--- config.mk ---
export PLATFORM = sky130hd
export DESIGN_NAME = ifu_fetch
export DESIGN_NICKNAME = d
export VERILOG_FILES = /design/src/rtl/ifu_fetch.sv
export SDC_FILE = /design/constraint.sdc
export NUM_CORES = 1
export LEC_CHECK = 0
export BUFFER_PORTS_ARGS = -buffer_cell sky130_fd_sc_hd__buf_2
export CAP_MARGIN = 5
export CORE_AREA = 2 2 108 110
export DETAILED_ROUTE_END_ITERATION = 16
export DIE_AREA = 0 0 110 112
export GPL_ROUTABILITY_DRIVEN = 0
export PLACE_DENSITY_LB_ADDON = 0.3
export SKIP_LAST_GASP = 1
export SYNTH_ARGS = -nofsm -noshare
export SYNTH_HDL_FRONTEND = slang
export SYNTH_SLANG_ARGS = --single-unit
--- constraint.sdc ---
create_clock -name clk -period 2.7 [get_ports clk]
set_clock_uncertainty 0.05 [all_clocks]
set_input_delay 0.81 -clock clk [delete_from_list [all_inputs] [get_ports clk]]
set_output_delay 0.81 -clock clk [all_outputs]
set_load 0.005 [all_outputs]
--- src/rtl/ifu_fetch.sv ---
// Instruction fetch unit: AXI-lite read master that fetches one instruction at a time
// and hands {inst, pc, fault} to decode, then waits for the committed next PC.
module ifu_fetch #(
  parameter int unsigned          ADDR_W   = 32,
  parameter int unsigned          DATA_W   = 32,
  parameter logic [ADDR_W-1:0]    RESET_PC = ADDR_W'(32'h8000_0000)
) (
  input  logic              clk,
  input  logic              rst_n,
  output logic [ADDR_W-1:0] araddr,
  output logic              arvalid,
  input  logic              arready,
  input  logic [DATA_W-1:0] rdata,
  input  logic [1:0]        rresp,
  input  logic              rvalid,
  output logic              rready,
  output logic              awvalid,
  output logic              wvalid,
  output logic              bready,
  output logic [ADDR_W-1:0] awaddr,
  output logic [DATA_W-1:0] wdata,
  output logic [3:0]        wstrb,
  output logic              inst_valid,
  input  logic              inst_ready,
  output logic [DATA_W-1:0] inst,
  output logic [ADDR_W-1:0] inst_pc,
  output logic              inst_fault,
  input  logic              npc_valid,
  input  logic [ADDR_W-1:0] npc,
  output logic [31:0]       fetch_cnt
);

  localparam logic [DATA_W-1:0] NOP = DATA_W'(32'h0000_0013);

  typedef enum logic [2:0] {
    IDLE     = 3'd0,
    FETCH    = 3'd1,
    RDATA    = 3'd2,
    DELIVER  = 3'd3,
    WAIT_NPC = 3'd4
  } state_t;

  state_t            state, next_state;
  logic [ADDR_W-1:0] pc;
  logic [DATA_W-1:0] inst_reg;
  logic              fault_reg;

  always_ff @(posedge clk or negedge rst_n) begin
    if (!rst_n) state <= IDLE;
    else        state <= next_state;
  end

  always_comb begin
    next_state = state;
    unique case (state)
      IDLE:     next_state = FETCH;
      FETCH:    if (arready)    next_state = RDATA;
      RDATA:    if (rvalid)     next_state = DELIVER;
      DELIVER:  if (inst_ready) next_state = WAIT_NPC;
      WAIT_NPC: if (npc_valid)  next_state = FETCH;
      default:  next_state = IDLE;
    endcase
  end

  // npc_valid outside WAIT_NPC is dropped; pc only moves on a legal redirect.
  always_ff @(posedge clk or negedge rst_n) begin
    if (!rst_n) begin
      pc        <= RESET_PC;
      inst_reg  <= NOP;
      fault_reg <= 1'b0;
      fetch_cnt <= '0;
    end else begin
      unique case (state)
        RDATA: if (rvalid) begin
          inst_reg  <= rdata;
          fault_reg <= (rresp != 2'b00);
        end
        DELIVER:  if (inst_ready) fetch_cnt <= fetch_cnt + 32'd1;
        WAIT_NPC: if (npc_valid)  pc <= {npc[ADDR_W-1:2], 2'b00};
        default: ;
      endcase
    end
  end

  always_comb begin
    arvalid    = 1'b0;
    rready     = 1'b0;
    inst_valid = 1'b0;
    inst_fault = 1'b0;
    unique case (state)
      FETCH:   arvalid = 1'b1;
      RDATA:   rready  = 1'b1;
      DELIVER: begin
        inst_valid = 1'b1;
        inst_fault = fault_reg;
      end
      default: ;
    endcase
  end

  assign araddr  = pc;
  assign inst    = inst_reg;
  assign inst_pc = pc;

  assign awvalid = 1'b0;
  assign wvalid  = 1'b0;
  assign bready  = 1'b0;
  assign awaddr  = '0;
  assign wdata   = '0;
  assign wstrb   = '0;

  always_ff @(posedge clk) begin
    if (rst_n && npc_valid)
      assert (state == WAIT_NPC)
        else $warning("ifu_fetch: npc_valid outside WAIT_NPC ignored");
  end

endmodule
# ---- Word level (Yosys, flattened, before mapping)
# Index checks and enable logic that the tools add are counted.
dict set report op_classes {
  add_sub_neg 1
  n_eq_ne 8
  muxes 9
  reduce_logical 6
}
# op n
set op_table {}
lappend op_table {{adder 32 x 1 -> 32 bit, second input constant} 1}
lappend op_table {{case mux 3 bit (5 select lines)} 1}
lappend op_table {{2-to-1 mux 3 bit} 4}
lappend op_table {{inequality test 2 bit, second input constant} 4}
lappend op_table {{equality test 3 x 2 -> 1 bit, second input constant} 2}
lappend op_table {{AND reduction 2 bit} 3}
lappend op_table {{2-to-1 mux 1 bit} 4}
lappend op_table {{AND reduction 4 bit} 1}
lappend op_table {{equality test 3 x 1 -> 1 bit, second input constant} 1}
lappend op_table {{equality test 3 bit, second input constant} 1}
lappend op_table {{logical NOT 3 bit} 1}
lappend op_table {{nonzero test 2 bit} 1}
dict set report word_totals {
  reg_bits 98
  in_bits 72
  output_inout_bits 203
}

# ---- Logic depth before layout (Yosys ltp)
# Gate-level depths: netlist of run 1.
dict set report depth {
  word_depth 3
  depth_mapped 7
  mapped_depth_nobuf 5
}

# ---- Worst setup path before layout of run 1
# Ideal clock, no wire load.
dict set report synth_path {
  path_kind {input -> register}
  start {in npc_valid}
  end {reg pc[10], in the netlist araddr[10]}
  arrival_ns 1.638
  t_required_ns 2.525
  setup_slack_ns 0.887
  stages 3
  path_cell_list {nor4b_4 -> buf_8 -> mux2_4}
}
dict set report synth_via {
  elab_chain_cells 1
}
# item line_no
set synth_rtl {}
lappend synth_rtl {{start, declared} 28} ;# input logic npc_valid,
lappend synth_rtl {{AND reduction 2 bit (no source line)} -}
lappend synth_rtl {{end signal, assigned} 79} ;# WAIT_NPC: if (npc_valid) pc <= {npc[ADDR_W-1:2], 2'b00};
lappend synth_rtl {{end, declared} 44} ;# logic [ADDR_W-1:0] pc;
# No other way between the ends.
# A chain may end at the register's enable or synchronous reset.

# ---- Worst setup path in the final report of run 1
dict set report layout_path {
  start {reg state[0]}
  end {out inst_fault}
}
dict set report layout_via {
  elab_chain_cells 2
}
# item line_no
set layout_rtl {}
lappend layout_rtl {{start, declared} 43} ;# state_t state, next_state;
lappend layout_rtl {{start signal, assigned} 50} ;# else state <= next_state;
lappend layout_rtl {{equality test 3 x 2 -> 1 bit} 90} ;# unique case (state)
lappend layout_rtl {{2-to-1 mux 1 bit} 90}
lappend layout_rtl {{end, declared} 27} ;# output logic inst_fault,
# No other way between the ends.

==> results of run 1 <==
==> placed cells by master, fill, tap and decap left out, types with 2 or more instances in the layout <==
master                       synthesis  routed
sky130_fd_sc_hd__nor2_1              7       7
sky130_fd_sc_hd__nand3_1            10      10
sky130_fd_sc_hd__clkinvlp_4          0       2
sky130_fd_sc_hd__buf_4             107       3
sky130_fd_sc_hd__and3_1              8       8
sky130_fd_sc_hd__buf_2               3     196
sky130_fd_sc_hd__nor4_1              3       3
sky130_fd_sc_hd__xor2_1              3       3
sky130_fd_sc_hd__conb_1              1      75
sky130_fd_sc_hd__buf_12              0       2
sky130_fd_sc_hd__clkbuf_8            0       2
sky130_fd_sc_hd__inv_1               3       3
sky130_fd_sc_hd__mux2_4             30      30
sky130_fd_sc_hd__nor3_1              2       2
sky130_fd_sc_hd__nand2_1            15      15
sky130_fd_sc_hd__clkbuf_16           0       9
sky130_fd_sc_hd__mux2_2              4       4
sky130_fd_sc_hd__xnor2_1            28      28
sky130_fd_sc_hd__o21ai_0             2       2
sky130_fd_sc_hd__dfstp_2             4       4
sky130_fd_sc_hd__dfrtp_1            94      94
sky130_fd_sc_hd__and2_1              5       4
sky130_fd_sc_hd__and4_1              4       4
sky130_fd_sc_hd__mux2_1             28      28
sky130_fd_sc_hd__nand4_1            15      15
==> logic make-up (layout without fill, tap and decap cells) <==
group	after synthesis	count (layout)	synth area share, %
AOI/OAI and AO/OA	6	6	0.768
other	1	75	0.0742
muxes	62	62	16.0
buffers and inverters	122	221	18.4
DFF	98	98	48.6
adders and majority gates	1	1	0.248
and+or+nand+nor	81	81	10.5
xor gates and xnor gates	31	31	5.37
==> worst min-delay path by stage <==
stage | end | slack, ns | cells past startpoint
6_report | fetch_cnt[17] | 0.40 | 1
5_1_grt | fetch_cnt[27] | 0.44 | 1
4_1_cts | fetch_cnt[15] | 0.41 | 1
3_5_place_dp | inst[16] | 0.42 | 1
3_3_place_gp | fetch_cnt[31] | 0.41 | 1
2_1_floorplan | fetch_cnt[31] | 0.42 | 1
==> stage by stage <==
step / setup slack (ns) / utilization [%]
after detailed placement: 0.652 / 50.5
after CTS: 0.294 / 53.2
final: 0.339 / 53.2
after global placement: 0.682 / 50.5
after floorplan: 0.887 / -
after global routing: 0.241 / 53.2
==> cell type report <==
type | instances | share of cell area (%)
well taps | 143 | 3.01
multi-input cells | 256 | 32.7
repair buffers | 201 | 17.5
clock inverters | 4 | 0.841
flip-flops and latches | 98 | 41.3
inverters | 4 | 0.252
clock buffers | 12 | 4.31
==> power by group through the flow <==
| stage | Sequential (mW) | Combinational (mW) | Clock (mW) |
|---|---|---|---|
| 2_1_floorplan | 2.37 | 1.26 | 0 |
| 3_3_place_gp | 2.36 | 1.79 | 0 |
| 3_5_place_dp | 2.39 | 1.80 | 0 |
| 4_1_cts | 2.37 | 1.81 | 1.34 |
| 5_1_grt | 2.44 | 1.98 | 1.39 |
| 6_report | 2.36 | 1.77 | 1.29 |
==> Yosys cell counts, types with 2 or more instances <==
library cell	number	share of area, %
sky130_fd_sc_hd__and2_1	5	0.62
sky130_fd_sc_hd__and3_1	8	0.99
sky130_fd_sc_hd__and4_1	4	0.69
sky130_fd_sc_hd__buf_2	3	0.30
sky130_fd_sc_hd__buf_4	107	16
sky130_fd_sc_hd__buf_6	3	0.67
sky130_fd_sc_hd__buf_8	3	0.89
sky130_fd_sc_hd__clkbuf_4	2	0.30
sky130_fd_sc_hd__dfrtp_1	94	47
sky130_fd_sc_hd__dfstp_2	4	2.1
sky130_fd_sc_hd__inv_1	3	0.22
sky130_fd_sc_hd__mux2_1	28	6.2
sky130_fd_sc_hd__mux2_2	4	0.89
sky130_fd_sc_hd__mux2_4	30	8.9
sky130_fd_sc_hd__nand2_1	15	1.1
sky130_fd_sc_hd__nand3_1	10	0.99
sky130_fd_sc_hd__nand4_1	15	1.9
sky130_fd_sc_hd__nor2_1	7	0.52
sky130_fd_sc_hd__nor3_1	2	0.20
sky130_fd_sc_hd__nor4_1	3	0.37
sky130_fd_sc_hd__o21ai_0	2	0.20
sky130_fd_sc_hd__xnor2_1	28	4.9
sky130_fd_sc_hd__xor2_1	3	0.52
==> per-layer routing <==
| metal | vias to the layer above | global-route usage (%) |
|---|---|---|
| met2 | 134 | 26.1 |
| met4 | 2 | 6.08 |
| met3 | 16 | 4.68 |
| met1 | 1585 | 18.1 |
| met5 | - | 0 |
| li1 | 1513 | - |
==> Flow_metrics.wiki, run 1 <==
{| class="wikitable"
! Metric !! Value
|-
| Run status || complete, no violations
|-
| Count of H-tree levels built during CTS || 3
|-
| Cells after Synth || 402
|-
| Period utilization || 87.4%
|-
| Total clock sinks || 98
|-
| Final-layout worst hold slack || a little over 0.4 ns
|-
| Net load switching power || between 1.5 and 2 mW
|-
| Pre-Repair DR Iteration Count || 4
|-
| Top Ports || between 200 and 300
|-
| Remaining antenna violation count after routing || 0
|-
| Mapped cell area || 5050 um2
|-
| Floorplan die width || 110 um
|-
| Share of layout cells above drive strength 1 || between 40% and 50%
|-
| CTS clk-pin slew, worst paths || approximately 0.06 ns
|-
| Final worst path period need || ~2.4 ns
|-
| Area of combinational cells with multiple inputs || slightly below 2000 um2
|-
| Clock Tree Buf Depth || 2
|-
| Top FF cell, synth || sky130_fd_sc_hd__dfrtp_1
|-
| Area grow syn2layout || 17.7%
|-
| Leftover overflow at the end of global routing || 0
|-
| Fraction of power consumed by the clock network || 23.8%
|-
| Relative slew margins || a little under two thirds
|-
| Die Y || 112 um
|-
| Global-route wire length before repair || roughly 15 mm
|-
| Final cell count without fillers || just over 700
|-
| Number of different library cells in the post-synthesis netlist || between 40 and 50
|-
| Number of endpoints failing setup at the final stage || 0
|-
| Starting utilization of the core area || 45.2%
|-
| Post-layout total power || 5.42 mW
|-
| Final design instance area without fill || 5950 um2
|-
| Synthesis-stage register bit count || slightly below 100
|-
| Part of the power in combinational logic || approximately a third
|-
| Met3 Wirelength || 883 um
|-
| Instance area at placement || around 5600 um2
|-
| Sequential Power Share || 43.5%
|-
| Start-to-end type of the worst setup path || reg2out
|-
| Buffer and inverter count on the worst path || 1
|-
| Routed met2 length || 4.89 mm
|-
| Critical Path Sink Type || output port
|-
| Critical path capture point || inst_fault
|-
| Critical R2R Capture || inst[3]
|-
| Combined flip-flop and latch cell area || 2460 um2
|-
| Number of buffers added for setup after CTS || 0
|-
| Kind of start point of the critical path || flip-flop
|-
| Drc violations || 0
|-
| All-layer global routing usage || 15.5%
|-
| Unrepaired setup endpoints after global routing || false
|-
| Crit Reg-Reg Startpoint || state[1]
|-
| Crit path max-delay cell type || sky130_fd_sc_hd__dfrtp_1
|-
| Top layer in use || met5
|-
| Hold buffer count at cts || 0
|-
| Instance count after placement with tap cells included || between 700 and 800
|-
| Maximum fanout encountered on the critical timing path || 9
|-
| Detailed-route wire length || 9.78 mm
|-
| Count of vias placed by the detailed router || 3250
|-
| Fill cells || between 900 and 1000
|-
| CP cell instances || and2b_2 > and3_1 > buf_2
|-
| Row Count || 39
|-
| Highest cell delay on the worst timing path || around 0.57 ns
|-
| Latest clock arrival within the worst-skew pair || approximately 0.33 ns
|-
| P per Cell Area || 911 nW/um2
|-
| Register area share after synthesis || roughly 50%
|-
| Final Max Tran Viols || 0
|-
| Full die area || ~12000 um2
|-
| Transition at the pin with the smallest max-transition slack || ~0.54 ns
|-
| WP data arrival || roughly 1.5 ns
|-
| Final sum of negative setup slack || 0 ns
|-
| 1st-iter DRT viols || between 80 and 90
|-
| Clock Root Buffer || sky130_fd_sc_hd__clkbuf_16
|-
| Number of synthesized flops with an enable pin || 0
|-
| Levels on crit path || 3
|-
| Net count, final || between 600 and 700
|-
| Core region area || roughly 11000 um2
|-
| Post-cts sizing count || 0
|-
| Synthesized area per cell || 12.6 um2
|-
| Yosys warnings || 0
|-
| Antenna fix cells || 0
|-
| Switch share || roughly 29%
|-
| Worst hold path type || in2async
|-
| Maximum operating frequency || around 420 MHz
|-
| Detailed-route wire length per cell || about 14 um
|-
| Final hold violation count || 0
|-
| Antenna violations before repair || 1
|-
| Power Internal || 3.84 mW
|-
| Via count of the first global-routing pass || 3085
|-
| Sum of routed wire segments on met1 || 3.83 mm
|-
| R2R depth || 4
|-
| CTS buffer count || 9
|-
| Synth async-reset ratio || 100%
|-
| TritonCTS clock tree || built
|-
| Worst setup path startpoint || state[0]
|-
| IO buf count || 197
|-
| Required time of the worst setup path || between 1.5 and 2 ns
|-
| Worst vdd rail ir drop || ~390 uV
|-
| Static Leakage || 3.14 nW
|-
| Estimated wirelength of the detail-placed design || 7.29 mm
|-
| Cell family with the largest share of critical-path delay || flip-flops
|-
| Max capacitance violation total || 0
|-
| Vias per std cell || between 4 and 5
|-
| Largest net degree at the start of global routing || 42
|-
| Register-to-register path setup slack || ~0.71 ns
|}
Note: power is estimated with default switching activity, not from simulation.
==> run 2, diff against run 1 <==
ABC_AREA = 1   (was default)
CORE_AREA = 2 2 105 107   (was 2 2 108 110)
DIE_AREA = 0 0 107 109   (was 0 0 110 112)
PLACE_DENSITY_LB_ADDON = 0.12   (was 0.3)
==> run 2 against run 1 <==
Compared with the run above:
- non-clock buffer count is 1 higher
- global-route usage is 3.8 points higher
- largest cell class unchanged
- highest routed layer is now met4
- combinational power shrank 6%
- critical path depth rose by 1
==> Flow_metrics.wiki, run 2 <==
{| class="wikitable"
! Metric !! Value
|-
| Period utilization || 78.6% (-8.8 points)
|-
| Top FF cell, synth || sky130_fd_sc_hd__dfrtp_1
|-
| Leading cell types by total area after synthesis || sky130_fd_sc_hd__dfrtp_1 46%, sky130_fd_sc_hd__buf_4 16%, sky130_fd_sc_hd__nand2_1 13%
|-
| Top Ports || 275 (unchanged)
|-
| R2R depth || 7 (+3)
|-
| Unrepaired setup endpoints after global routing || false
|-
| Vias per std cell || 4.44 (-1.9%)
|-
| Latest clock arrival within the worst-skew pair || 0.35 ns (+0.02 ns)
|-
| Maximum operating frequency || 471 MHz (+11%)
|-
| P per Cell Area || 825 nW/um2 (-9.4%)
|-
| Relative slew margins || 64.2% (+0.53 points)
|-
| Cell with the most instances after synthesis || sky130_fd_sc_hd__nand2_1
|-
| Switch share || 33.5% (+4.3 points)
|-
| Transition at the pin with the smallest max-transition slack || 0.536 ns (-0.00469 ns)
|-
| TritonCTS clock tree || built
|-
| Net load switching power || 1.65 mW (+4.1%)
|-
| 1st-iter DRT viols || 185 (+120%)
|-
| IO buf count || 197 (unchanged)
|-
| Final Max Tran Viols || 0 (unchanged)
|-
| CP cell instances || inv_2 > nand3_2 > nor2_1 > buf_2
|-
| Number of synthesized flops with an enable pin || 0 (unchanged)
|-
| Count of H-tree levels built during CTS || 3 (unchanged)
|-
| Worst hold path type || in2async
|-
| Power Internal || 3.27 mW (-15%)
|-
| Final sum of negative setup slack || 0 ns (unchanged)
|-
| Top layer in use || met4
|-
| Area grow syn2layout || 17.3%
|-
| Required time of the worst setup path || 1.84 ns (about the same)
|-
| Leftover overflow at the end of global routing || 0 (unchanged)
|-
| Yosys warnings || 0 (unchanged)
|-
| Number of endpoints failing setup at the final stage || 0 (unchanged)
|-
| Routed met2 length || 6.05 mm (+24%)
|-
| Detailed-route wire length per cell || 13.0 um (-4.7%)
|-
| Maximum fanout encountered on the critical timing path || 5 (-4)
|-
| Sequential Power Share || 45.7% (+2.2 points)
|-
| Kind of start point of the critical path || flip-flop
|-
| Post-layout total power || 4.92 mW (-9.2%)
|-
| Synthesis-stage register bit count || 98 (unchanged)
|-
| Library cell with the largest summed area after synthesis || sky130_fd_sc_hd__dfrtp_1
|-
| Antenna violations before repair || 2 (+1)
|-
| Max capacitance violation total || 0 (unchanged)
|-
| Estimated wirelength of the detail-placed design || 9.05 mm (+24%)
|-
| Fraction of power consumed by the clock network || 20.3% (-3.5 points)
|-
| Row Count || 38 (-2.6%)
|-
| Sum of routed wire segments on met1 || 4.73 mm (+23%)
|-
| Total clock sinks || 98 (unchanged)
|-
| Starting utilization of the core area || 48.0% (+2.7 points)
|-
| Top cells by count, synth || 175 x sky130_fd_sc_hd__nand2_1, 105 x sky130_fd_sc_hd__buf_4, 94 x sky130_fd_sc_hd__dfrtp_1
|-
| Most used cells in the layout excluding fill and tap cells || 196 x sky130_fd_sc_hd__buf_2, 175 x sky130_fd_sc_hd__nand2_1, 94 x sky130_fd_sc_hd__dfrtp_1
|-
| Final worst path period need || 2.12 ns (-0.238 ns)
|-
| All-layer global routing usage || 19.2% (+3.8 points)
|-
| Number of different library cells in the post-synthesis netlist || 25 (-40%)
|-
| Via count of the first global-routing pass || 3594 (+16%)
|-
| Global-route wire length before repair || 17.4 mm (+16%)
|-
| Drc violations || 0 (unchanged)
|-
| Register area share after synthesis || 48.3% (-0.31 points)
|-
| Core region area || 10600 um2 (-5.1%)
|-
| Run status || complete, no violations
|-
| Pre-Repair DR Iteration Count || 5 (+1)
|-
| Clock Tree Buf Depth || 2 (unchanged)
|-
| Fill cells || 981 (-1.0%)
|-
| Clock Root Buffer || sky130_fd_sc_hd__clkbuf_8
|-
| Synth async-reset ratio || 100% (unchanged)
|-
| Number of buffers added for setup after CTS || 0 (unchanged)
|-
| Synthesized area per cell || 9.00 um2 (-28%)
|-
| Worst vdd rail ir drop || 385 uV (-2.1%)
|-
| Net count, final || 811 (+26%)
|-
| Highest cell delay on the worst timing path || 0.46 ns (-0.11 ns)
|-
| Start-to-end type of the worst setup path || reg2out
|-
| Post-cts sizing count || 0 (unchanged)
|-
| Remaining antenna violation count after routing || 0 (unchanged)
|-
| Most frequent standard cell in the layout excluding fill and tap cells || sky130_fd_sc_hd__buf_2
|-
| Count of vias placed by the detailed router || 3935 (+21%)
|-
| Mapped cell area || 5080 um2 (+0.64%)
|-
| CTS clk-pin slew, worst paths || 0.09 ns (+0.03 ns)
|-
| Static Leakage || 3.42 nW (+9.1%)
|-
| Crit path max-delay cell type || sky130_fd_sc_hd__dfrtp_1
|-
| Part of the power in combinational logic || 34.0% (+1.3 points)
|-
| Full die area || 11700 um2 (-5.3%)
|-
| Critical Path Sink Type || output port
|-
| Floorplan die width || 107 um (-2.7%)
|-
| CTS buffer count || 9 (unchanged)
|-
| Final hold violation count || 0 (unchanged)
|-
| Detailed-route wire length || 11.5 mm (+18%)
|-
| Largest net degree at the start of global routing || 38 (-9.5%)
|-
| Share of layout cells above drive strength 1 || 35.5% (-11 points)
|-
| Share of the synthesized area in the top cell type || 46.3% (-0.30 points)
|-
| Die Y || 109 um (-2.7%)
|-
| Met3 Wirelength || 554 um (-37%)
|-
| Cells after Synth || 565 (+41%)
|-
| Hold buffer count at cts || 0 (unchanged)
|-
| WP data arrival || 1.26 ns (-0.24 ns)
|}
run 2: kinds of logic after synthesis:
group | share of synthesized area, %
flip-flops | 48.3
other | 0.0737
adder cells (fa/ha/maj) | 0.246
AND/OR/NAND/NOR | 21.3
multiplexers | 6.64
XOR/XNOR | 3.62
AO/OA/AOI/OAI | 0.714
buffers and inverters | 19.1
run 2: cell type report:
class | count | area (um2) | area share [%]
timing repair buffer | 202 | 1040 | 17.4
clock buffer | 13 | 169 | 2.83
antenna | 3 | 7.51 | 0.126
tap | 140 | 175 | 2.94
multi-input combinational | 390 | 1930 | 32.4
inverter | 37 | 139 | 2.33
sequential | 98 | 2460 | 41.2
clock inverter | 3 | 46.3 | 0.776
run 2: final timing paths:
kind	startpoint	endpoint	slack, ns
max	state[2]	inst_fault	0.58
min	rst_n	fetch_cnt[26]	0.35
max reg2reg	state[2]	fault_reg	0.97
min reg2reg	inst[0]	inst[0]	0.42
max in group asynchronous	rst_n	inst[0]	1.57
min in group clk	inst[0]	inst[0]	0.42
run 2: power by group through the flow:
| stage | combinational (mW) | sequential (mW) | clock, mW |
|---|---|---|---|
| after floorplan | 1.07 | 2.31 | 0 |
| after global routing | 1.89 | 2.32 | 1.10 |
| final | 1.67 | 2.25 | 0.998 |
| after global placement | 1.68 | 2.25 | 0 |
| after CTS | 1.71 | 2.25 | 1.03 |
| after detailed placement | 1.71 | 2.29 | 0 |
run 2: critical path, delay by kind of cell, from the launching register on:
kind                   cells  cell delay [ns]
flip-flops                 1             0.46
AND/OR/NAND/NOR            2             0.21
buffers and inverters      2             0.24
run 2: stage by stage:
stage / hold slack [ns] / cells / util [%] / area [um2] / setup WS, ns
finish: 0.348 / 886 / 56.3 / 5970 / 0.577
global route: 0.373 / 885 / 56.2 / 5960 / 0.485
CTS: 0.355 / 883 / 56.2 / 5960 / 0.550
detailed placement: 0.408 / 867 / 54.2 / 5740 / 0.732
global placement: 0.406 / 867 / 54.2 / 5740 / 0.741
floorplan: 0.406 / 639 / - / 5360 / 1.09
run 2: metal layers:
metal,vias up,track usage (%)
met3,12,2.63
met5,-,0
li1,1927,-
met2,140,33.9
met1,1856,23.9
met4,0,7.88
